`config.mk`:
```
export PLATFORM = sky130hd
export DESIGN_NAME = l1_event_frame_builder
export DESIGN_NICKNAME = d
export VERILOG_FILES = /design/src/rtl/etroc_stream_pkg.sv /design/src/rtl/stream_word_fifo.sv /design/src/rtl/l1_event_frame_builder.sv
export SDC_FILE = /design/constraint.sdc
export NUM_CORES = 2
export LEC_CHECK = 0
export ABC_AREA = 0
export CAP_MARGIN = 10
export CORE_MARGIN = 3
export CORE_UTILIZATION = 55
export CTS_BUF_LIST = sky130_fd_sc_hd__clkbuf_8
export DETAILED_ROUTE_END_ITERATION = 10
export PLACE_DENSITY = 0.71
export RECOVER_POWER = 25
export SYNTH_ARGS = -nofsm -noshare
export SYNTH_HDL_FRONTEND = slang
export SYNTH_HIERARCHICAL = 1
export SYNTH_SLANG_ARGS = --single-unit
```
`constraint.sdc`:
```
create_clock -name clk -period 12.2 [get_ports clk]
set_input_delay 1.83 -clock clk [delete_from_list [all_inputs] [get_ports clk]]
set_output_delay 1.83 -clock clk [all_outputs]
set_load 0.02 [all_outputs]
```
`src/rtl/etroc_stream_pkg.sv`:
```
// Shared definitions for the L1 event stream: frame word layouts, type codes and FSM encoding.
package etroc_stream_pkg;

  localparam int unsigned WORD_W = 40;
  localparam int unsigned PIX_W  = 8;
  localparam int unsigned TDC_W  = 29;
  localparam int unsigned BCID_W = 12;
  localparam int unsigned L1_W   = 8;
  localparam int unsigned CNT_W  = 9;

  localparam logic [1:0]        TYPE_HDR  = 2'b11;
  localparam logic [1:0]        TYPE_DATA = 2'b10;
  localparam logic [1:0]        TYPE_TRL  = 2'b01;
  localparam logic [BCID_W-1:0] HDR_MARK  = 12'hA5C;

  typedef enum logic [1:0] {
    S_IDLE = 2'd0,
    S_HDR  = 2'd1,
    S_DATA = 2'd2
  } state_t;

  typedef struct packed {
    logic [1:0]        typ;
    logic [5:0]        rsvd;
    logic [L1_W-1:0]   l1;
    logic [BCID_W-1:0] bcid;
    logic [BCID_W-1:0] mark;
  } hdr_word_t;

  typedef struct packed {
    logic [1:0]       typ;
    logic             rsvd;
    logic [PIX_W-1:0] pix;
    logic [TDC_W-1:0] tdc;
  } data_word_t;

  typedef struct packed {
    logic [1:0]       typ;
    logic             abort;
    logic [CNT_W-1:0] hit_cnt;
    logic [PIX_W-1:0] xsum;
    logic [19:0]      rsvd;
  } trl_word_t;

  function automatic logic [WORD_W-1:0] mk_hdr(input logic [L1_W-1:0] l1,
                                                input logic [BCID_W-1:0] bcid);
    hdr_word_t w;
    w.typ  = TYPE_HDR;
    w.rsvd = '0;
    w.l1   = l1;
    w.bcid = bcid;
    w.mark = HDR_MARK;
    return w;
  endfunction

  function automatic logic [WORD_W-1:0] mk_data(input logic [PIX_W-1:0] pix,
                                                 input logic [TDC_W-1:0] tdc);
    data_word_t w;
    w.typ  = TYPE_DATA;
    w.rsvd = 1'b0;
    w.pix  = pix;
    w.tdc  = tdc;
    return w;
  endfunction

  function automatic logic [WORD_W-1:0] mk_trl(input logic             abort,
                                                input logic [CNT_W-1:0] hit_cnt,
                                                input logic [PIX_W-1:0] xsum);
    trl_word_t w;
    w.typ     = TYPE_TRL;
    w.abort   = abort;
    w.hit_cnt = hit_cnt;
    w.xsum    = xsum;
    w.rsvd    = '0;
    return w;
  endfunction

endpackage

```
`src/rtl/stream_word_fifo.sv`:
```
// Synchronous first-word-fall-through FIFO; a read at full lets a same-cycle write through.
module stream_word_fifo #(
  parameter int unsigned AW = 6,
  parameter int unsigned W  = 40
) (
  input  logic         clk,
  input  logic         reset,
  input  logic         wr_en,
  input  logic [W-1:0] din,
  input  logic         rd_en,
  output logic [W-1:0] dout,
  output logic         full,
  output logic         empty,
  output logic [AW:0]  count
);

  localparam int unsigned DEPTH = 2 ** AW;

  logic [W-1:0]  mem [DEPTH];
  logic [AW-1:0] wr_ptr;
  logic [AW-1:0] rd_ptr;
  logic          do_rd;
  logic          do_wr;

  assign full  = (count == (AW + 1)'(DEPTH));
  assign empty = (count == '0);
  assign do_rd = rd_en && !empty;
  assign do_wr = wr_en && (!full || do_rd);

  // Head word is forced to zero while empty so the output is defined out of reset.
  assign dout = empty ? '0 : mem[rd_ptr];

  always_ff @(posedge clk or negedge reset) begin
    if (!reset) begin
      wr_ptr <= '0;
      rd_ptr <= '0;
      count  <= '0;
    end else begin
      if (do_wr) wr_ptr <= wr_ptr + AW'(1);
      if (do_rd) rd_ptr <= rd_ptr + AW'(1);
      case ({do_wr, do_rd})
        2'b10:   count <= count + (AW + 1)'(1);
        2'b01:   count <= count - (AW + 1)'(1);
        default: count <= count;
      endcase
    end
  end

  always_ff @(posedge clk) begin
    if (do_wr) mem[wr_ptr] <= din;
  end

endmodule

```
`src/rtl/l1_event_frame_builder.sv`:
```
// Frames the L1 hit stream into header/data/trailer words in a stream FIFO and raises
// almost-full back-pressure toward the L1 event buffer.
module l1_event_frame_builder
  import etroc_stream_pkg::*;
#(
  parameter int unsigned FIFO_AW   = 6,
  parameter int unsigned AF_THRESH = 48
) (
  input  logic              clk,
  input  logic              reset,
  input  logic              eventStart,
  input  logic              hit,
  input  logic [PIX_W-1:0]  pixelID,
  input  logic [TDC_W-1:0]  TDCData,
  input  logic [BCID_W-1:0] BCIDin,
  input  logic [L1_W-1:0]   L1Counter,
  input  logic              rd_en,
  output logic [WORD_W-1:0] dout,
  output logic              empty,
  output logic              streamBufAlmostFull,
  output logic              overflowErr,
  output logic [7:0]        dropCount
);

  state_t           state;
  state_t           state_nxt;
  logic [L1_W-1:0]  l1_lat,   l1_lat_nxt;
  logic [CNT_W-1:0] hit_cnt,  hit_cnt_nxt;
  logic [PIX_W-1:0] xsum,     xsum_nxt;
  logic [PIX_W-1:0] last_pix, last_pix_nxt;
  logic             last_vld, last_vld_nxt;

  logic              wr_en_c;
  logic [WORD_W-1:0] word_c;
  logic              full;
  logic [FIFO_AW:0]  fifo_count;
  logic              drop_c;

  always_ff @(posedge clk or negedge reset) begin
    if (!reset) state <= S_IDLE;
    else        state <= state_nxt;
  end

  // Next state, per-event bookkeeping and the single FIFO write of this cycle.
  always_comb begin
    state_nxt    = state;
    l1_lat_nxt   = l1_lat;
    hit_cnt_nxt  = hit_cnt;
    xsum_nxt     = xsum;
    last_pix_nxt = last_pix;
    last_vld_nxt = last_vld;
    wr_en_c      = 1'b0;
    word_c       = '0;
    case (state)
      S_IDLE: begin
        if (eventStart) begin
          state_nxt    = S_HDR;
          l1_lat_nxt   = L1Counter;
          hit_cnt_nxt  = '0;
          xsum_nxt     = '0;
          last_vld_nxt = 1'b0;
        end
      end
      S_HDR, S_DATA: begin
        if (eventStart) begin
          // Upstream abort: close the open event and start the next one.
          wr_en_c      = 1'b1;
          word_c       = mk_trl(1'b1, hit_cnt, xsum);
          state_nxt    = S_HDR;
          l1_lat_nxt   = L1Counter;
          hit_cnt_nxt  = '0;
          xsum_nxt     = '0;
          last_vld_nxt = 1'b0;
        end else if (state == S_HDR) begin
          wr_en_c   = 1'b1;
          word_c    = mk_hdr(l1_lat, BCIDin);
          state_nxt = S_DATA;
        end else if (hit) begin
          // A repeated pixel is an upstream stall, not a new hit.
          if (!last_vld || (pixelID != last_pix)) begin
            wr_en_c      = 1'b1;
            word_c       = mk_data(pixelID, TDCData);
            last_pix_nxt = pixelID;
            last_vld_nxt = 1'b1;
            hit_cnt_nxt  = hit_cnt + CNT_W'(1);
            xsum_nxt     = xsum ^ pixelID;
          end
        end else begin
          wr_en_c   = 1'b1;
          word_c    = mk_trl(1'b0, hit_cnt, xsum);
          state_nxt = S_IDLE;
        end
      end
      default: state_nxt = S_IDLE;
    endcase
  end

  always_ff @(posedge clk or negedge reset) begin
    if (!reset) begin
      l1_lat   <= '0;
      hit_cnt  <= '0;
      xsum     <= '0;
      last_pix <= '0;
      last_vld <= 1'b0;
    end else begin
      l1_lat   <= l1_lat_nxt;
      hit_cnt  <= hit_cnt_nxt;
      xsum     <= xsum_nxt;
      last_pix <= last_pix_nxt;
      last_vld <= last_vld_nxt;
    end
  end

  stream_word_fifo #(
    .AW (FIFO_AW),
    .W  (WORD_W)
  ) u_fifo (
    .clk   (clk),
    .reset (reset),
    .wr_en (wr_en_c),
    .din   (word_c),
    .rd_en (rd_en),
    .dout  (dout),
    .full  (full),
    .empty (empty),
    .count (fifo_count)
  );

  // A write into a full FIFO survives only if a pop frees the slot in the same cycle.
  assign drop_c = wr_en_c && full && !rd_en;

  always_ff @(posedge clk or negedge reset) begin
    if (!reset) begin
      streamBufAlmostFull <= 1'b0;
      overflowErr         <= 1'b0;
      dropCount           <= '0;
    end else begin
      streamBufAlmostFull <= (fifo_count >= (FIFO_AW + 1)'(AF_THRESH));
      if (drop_c) begin
        overflowErr <= 1'b1;
        if (dropCount != 8'hFF) dropCount <= dropCount + 8'd1;
      end
    end
  end

endmodule

```
* Yosys cells after proc, flatten, opt, wreduce, memory -nomap -nowiden
Memory sizes are Yosys's and may differ from the RTL's. Cells that the tools add are included.
Storage, ports and cells: RAM bits 2560, bits of input ports 62, word-level logic and storage cells 93, register bits 65, output and inout bits 51, memories kept 1
Operators by class: add/sub/neg operators 6, muxes and demuxes 37, equal/unequal tests 12, bitwise gates (word level) 3, order comparisons 1, reduce and logical (&&, ||, !) cells 21
Memory list:
- u_fifo.mem | words 64, bits a word 40, read ports 1, clocked after Yosys merged registers in 0, write ports 1, RTL line stream_word_fifo.sv:19 | logic [W-1:0] mem [DEPTH];
Operators with widths (number):
- $mux W40 | 6
- $mux W9 | 5
- $mux W8 | 5
- $pmux W9 S2 | 1
- $pmux W8 S2 | 1
- $pmux W7 S2 | 1
- $add A6 B1 Y6 const B | 2
- $mux W1 | 12
- $reduce_and A5 Y1 | 2
- $add A9 B1 Y9 const B | 1
- $ne A3 B3 Y1 const B | 3
- $add A8 B1 Y8 const B | 1
- $mux W2 | 4
- $ne A8 B8 Y1 | 1
- $ne A8 B8 Y1 const B | 1
- $xor A8 B8 Y8 | 1
- $add A7 B1 Y7 const B | 1
- $eq A7 B7 Y1 const B | 1
- $ge A7 B6 Y1 const B | 1
- $logic_not A7 Y1 | 1
- $sub A7 B1 Y7 const B | 1
- $reduce_and A2 Y1 | 3
- $eq A2 B1 Y1 const B | 2
- $eq A2 B2 Y1 const B | 2
- 12 further kinds | 21

* Longest topological paths before layout
depth in word-level cells 10, gate-level depth with buffers 16, mapped depth without buffers 16

* Modules after synthesis
The synthesis kept the hierarchy.
Modules (own cells, without submodules):
- stream_word_fifo | cells each 4363, times used 1, area an instance 98455.7 sq um, seq. area each 77349.2 sq um
- l1_event_frame_builder | cells each 325, times used 1, area an instance 3011.6 sq um, seq. area each 1151.1 sq um

* Worst setup path after synthesis
Ideal clock, no wire load.
kind input to register, start in pixelID[1], end mem u_fifo.mem[63][0], enable pin, arrival time 4.910 ns, path slack 6.852 ns, stages 10, cells stage by stage xnor2_1 -> nand3_1 -> buf_2 -> o41ai_4 -> inv_1 -> o41ai_4 -> nor2_1 -> nand3_1 -> buf_2 -> nor2_1
On the way: word-level cells in the longest chain between the ends 10
RTL lines:
- start, declared | RTL line l1_event_frame_builder.sv:13 | input logic [PIX_W-1:0] pixelID,
- $ne A8 B8 Y1 | RTL line l1_event_frame_builder.sv:80 | if (!last_vld || (pixelID != last_pix)) begin
- $logic_or A1 B1 Y1 | RTL line l1_event_frame_builder.sv:80
- $mux W1 | RTL line l1_event_frame_builder.sv:80
- $mux W1 | RTL line l1_event_frame_builder.sv:78 | end else if (hit) begin
- $mux W1 | RTL line l1_event_frame_builder.sv:74 | end else if (state == S_HDR) begin
- $mux W1 | RTL line l1_event_frame_builder.sv:65 | if (eventStart) begin
- $mux W1 | RTL line l1_event_frame_builder.sv:54 | case (state)
- net wr_en_c | RTL line l1_event_frame_builder.sv:33 | logic wr_en_c;
- $logic_and A1 B1 Y1 | RTL line stream_word_fifo.sv:28 | assign do_wr = wr_en && (!full || do_rd);
- $mux W1 | RTL line stream_word_fifo.sv:50 | if (do_wr) mem[wr_ptr] <= din;
- $mux W1 (not written as such) | RTL line stream_word_fifo.sv:50
- end, declared | RTL line stream_word_fifo.sv:19
The timed path passes the listed nets, and every way through them passes these cells.

* Worst setup path after layout
start reg u_fifo.rd_ptr[1], end out dout[30]
On the way: word-level cells in the longest chain between the ends 2
RTL lines:
- start, declared | RTL line stream_word_fifo.sv:21 | logic [AW-1:0] rd_ptr;
- start signal, assigned | RTL line stream_word_fifo.sv:40 | if (do_rd) rd_ptr <= rd_ptr + AW'(1);
- $mem_v2 Z64 W40
- $mux W40 | RTL line stream_word_fifo.sv:31 | assign dout = empty ? '0 : mem[rd_ptr];
- end, declared | RTL line l1_event_frame_builder.sv:18 | output logic [WORD_W-1:0] dout,
No other way between the ends.

==> metrics.md <==
| Metric | Value |
|---|---|
| Via count of the first global-routing pass | `52400` |
| Hold path start | `overflowErr` |
| Final Cycle Share | `0.790` |
| Clock Pin Slew Worst Setup and Hold Paths | `0.06 ns` |
| PostCTS Resize Cnt | `0` |
| Fmax | `104 MHz` |
| VDD IR max | `0.000208 V` |
| Setup crit start | `u_fifo/rd_ptr[1]` |
| Final Max Slew Viols | `1546` |
| Crit path required time | `10.37 ns` |
| Nature of the critical path startpoint | `register` |
| Leak | `37.0 nW` |
| Row cnt | `157` |
| Post-Syn Instances | `4688` |
| Final Skew | `0.0878 ns` |
| Hpwl dp | `145000 um` |
| Yosys warns | `6` |
| Synth area leaders | `edfxtp_1, mux4_2, mux2i_1` |
| Outcome | `finished, violations left` |
| Layout cell share with drive strength beyond 1 | `0.244` |
| Failing checks | `max-capacitance violations, max-slew violations` |
| Slowest CP cell | `clkbuf_1` |
| NumNets Final | `5163` |
| Hold crit path type | `reg -> reg` |
| Routed vias/inst | `6.70` |
| Netlist cell types | `67` |
| Worst flop-to-flop path startpoint | `state[0]` |
| Hold buffers post-CTS | `0` |
| GRT Util Overall | `0.289` |
| Sequential share of the synthesized area | `0.774` |
| Flops & latches, synth | `2625` |
| DRT Pass-1 Iters | `6` |
| Max cap viols | `27` |
| Worst-path cell chain | `buf_4, clkbuf_1, mux4_2, mux2i_1, nor2_1, a2111oi_0, a2111oi_0, a21o_1, clkdlybuf4s50_1` |
| Layout area overhead | `11.8%` |
| CP Data Arrival Time | `7.81 ns` |
| Maximum number of pins on one net before global-route repair | `135` |
| CTS Sinks | `2625` |
| Remaining antenna violation count | `0` |
| Grt ovf | `0` |
| H-tree depth | `5` |
| Finished Layout Cells | `7857` |
| # setup viols final | `0` |
| Post-CTS setup buffer count | `0` |
| Pwr dens | `237 nW/um^2` |
| Global-route wire length before repair | `388000 um` |
| RSZ-0062 raised after global routing | `no` |
| TritonCTS clock tree | `built` |
| First DRT Iteration DRCs | `7762` |
| Critical path type | `reg -> out` |
| Predominant post-synthesis flop cell | `edfxtp_1` |
| Core Footprint | `183000 um^2` |
| Async S/R FF share, synth | `0.0248` |
| Most numerous cell in the Yosys netlist | `edfxtp_1` |
| Die width | `436 um` |
| Die Area | `190000 um^2` |
| Port buffer count | `112` |
| Initial Util | `0.554` |
| Area of the mapped netlist | `101000 um^2` |
| Post-synth EDFFs | `2560` |
| Synth Area per Inst | `21.6 um^2` |
| Min Tclk post-route | `9.64 ns` |
| Final hold slack | `0.484 ns` |
| Critical Path Max Stage Delay | `2.47 ns` |
| CTS Buf Count | `415` |
| Commonest cells in the netlist | `edfxtp_1, mux4_2, mux2i_1` |
| Initial antenna violation count | `11` |
| Area leader, netlist | `edfxtp_1` |
| Syn_nets | `4764` |
| Post-DR wirelength/cell | `34.9 um` |
| Worst setup EP type | `primary output` |
| Wirelength, routed | `274000 um` |
| Worst slew margin | `-1.53` |
| Layout Utilization | `0.619` |
| Worst skew pair latency | `1.10 ns` |
| # DRC | `0` |
| Crit path top cell by count | `a2111oi_0` |
| Synth top area share | `0.758` |
| Placed cells | `7133` |
| CTS Root Cell | `clkbuf_8` |
| Worst Max-Slew Pin Slew | `3.79 ns` |
| Final Hold Vio Count | `0` |
| CP Max Fanout | `53` |
| Vias | `52600` |
| Die Y | `436 um` |
| Setup tns final | `0 ns` |
| Boundary Pins | `113` |
| GP Congestion | `0.812` |
| Clk buf depth | `4` |
critical path, delay by kind of cell, from the launching register on:
family,cells,cell delay [ns]
flip-flops,1,0.71
buffers and inverters,3,3.73
AO/OA/AOI/OAI,3,1.44
multiplexers,2,0.69
AND/OR/NAND/NOR,1,0.06
power breakdown:
part | switching [mW] | total (mW) | leakage (nW) | internal, mW
registers | 0.245 | 11.5 | 24.4 | 11.2
clock network | 3.28 | 6.76 | 4.30 | 3.48
logic | 5.46 | 8.68 | 8.32 | 3.22
stage by stage:
stage	area (um^2)	worst slack (ns)	power (mW)
after detailed placement	106000	5.13	20.2
after CTS	114000	3.97	26.9
after global routing	113000	2.39	27.8
after global placement	106000	5.13	20.1
final	113000	2.56	26.9
after floorplan	101000	6.85	17.1
routing by layer:
metal	share of wire	wire [um]	global-route usage
met5	0.000044	12	0
met4	0.044	11900	0.119
met3	0.13	34900	0.0701
met2	0.47	128000	0.441
met1	0.36	99100	0.408
cells by family (layout without fill, tap and decap cells):
| logic type | after synthesis | count (layout) | share of synthesized area |
|---|---|---|---|
| other | 0 | 7 | 0 |
| adder cells (fa/ha/maj) | 14 | 14 | 0.00180 |
| multiplexers | 858 | 858 | 0.152 |
| flip-flops | 2625 | 2625 | 0.774 |
| AO/OA/AOI/OAI | 580 | 580 | 0.0413 |
| buffers and inverters | 300 | 998 | 0.0154 |
| XOR/XNOR | 28 | 28 | 0.00242 |
| AND/OR/NAND/NOR | 283 | 283 | 0.0134 |
worst paths after layout:
| check | end | slack, ns | depth (start not counted) |
|---|---|---|---|
| max reg2reg | u_fifo/mem[54][33] | 5.08 | 8 |
| min | overflowErr | 0.48 | 1 |
| min reg2reg | overflowErr | 0.48 | 1 |
| max in group asynchronous | u_fifo/rd_ptr[4] | 7.34 | 2 |
| max | dout[30] | 2.56 | 9 |
| min in group asynchronous | u_fifo/rd_ptr[2] | 2.22 | 2 |
cell type report:
cell class,instances,area (um^2)
inverter,23,86.3
antenna,7,17.5
fill,12400,69900
clock inverter,281,1390
timing repair buffer,259,2190
tap,2464,3080
clock buffer,435,5990
sequential,2625,78500
multi-input combinational,1763,22100
flip-flops by register name (all words and copies together) (netlist names):
name                 count
u_fifo/count             7
hit_cnt                  9
u_fifo/mem            2560
last_pix                 8
dropCount                8
overflowErr              1
u_fifo/wr_ptr            6
l1_lat                   8
xsum                     8
last_vld                 1
state                    2
u_fifo/rd_ptr            6
streamBufAlmostFull      1
cells in the final DEF, fill, tap and decap left out, drive strengths merged, types with 10 or more instances in the layout:
cell	netlist	layout
a2111oi	21	21
a211o	10	10
a211oi	52	52
a21o	18	18
a21oi	106	106
a22o	52	52
a22oi	69	69
a31oi	14	14
and2	12	12
buf	161	124
bufinv	0	10
clkbuf	116	459
clkdlybuf4s50	0	98
clkinv	0	129
dfrtp	65	65
dlygate4sd3	0	13
edfxtp	2560	2560
ha	13	13
inv	23	160
mux2	27	27
mux2i	287	287
mux4	544	544
nand2	62	62
nand3	34	34
nor2	106	106
nor2b	11	11
o21ai	40	40
o221ai	85	85
o22ai	73	73
or3b	10	10
xnor2	19	19
Note: power is estimated with default switching activity, not from simulation.
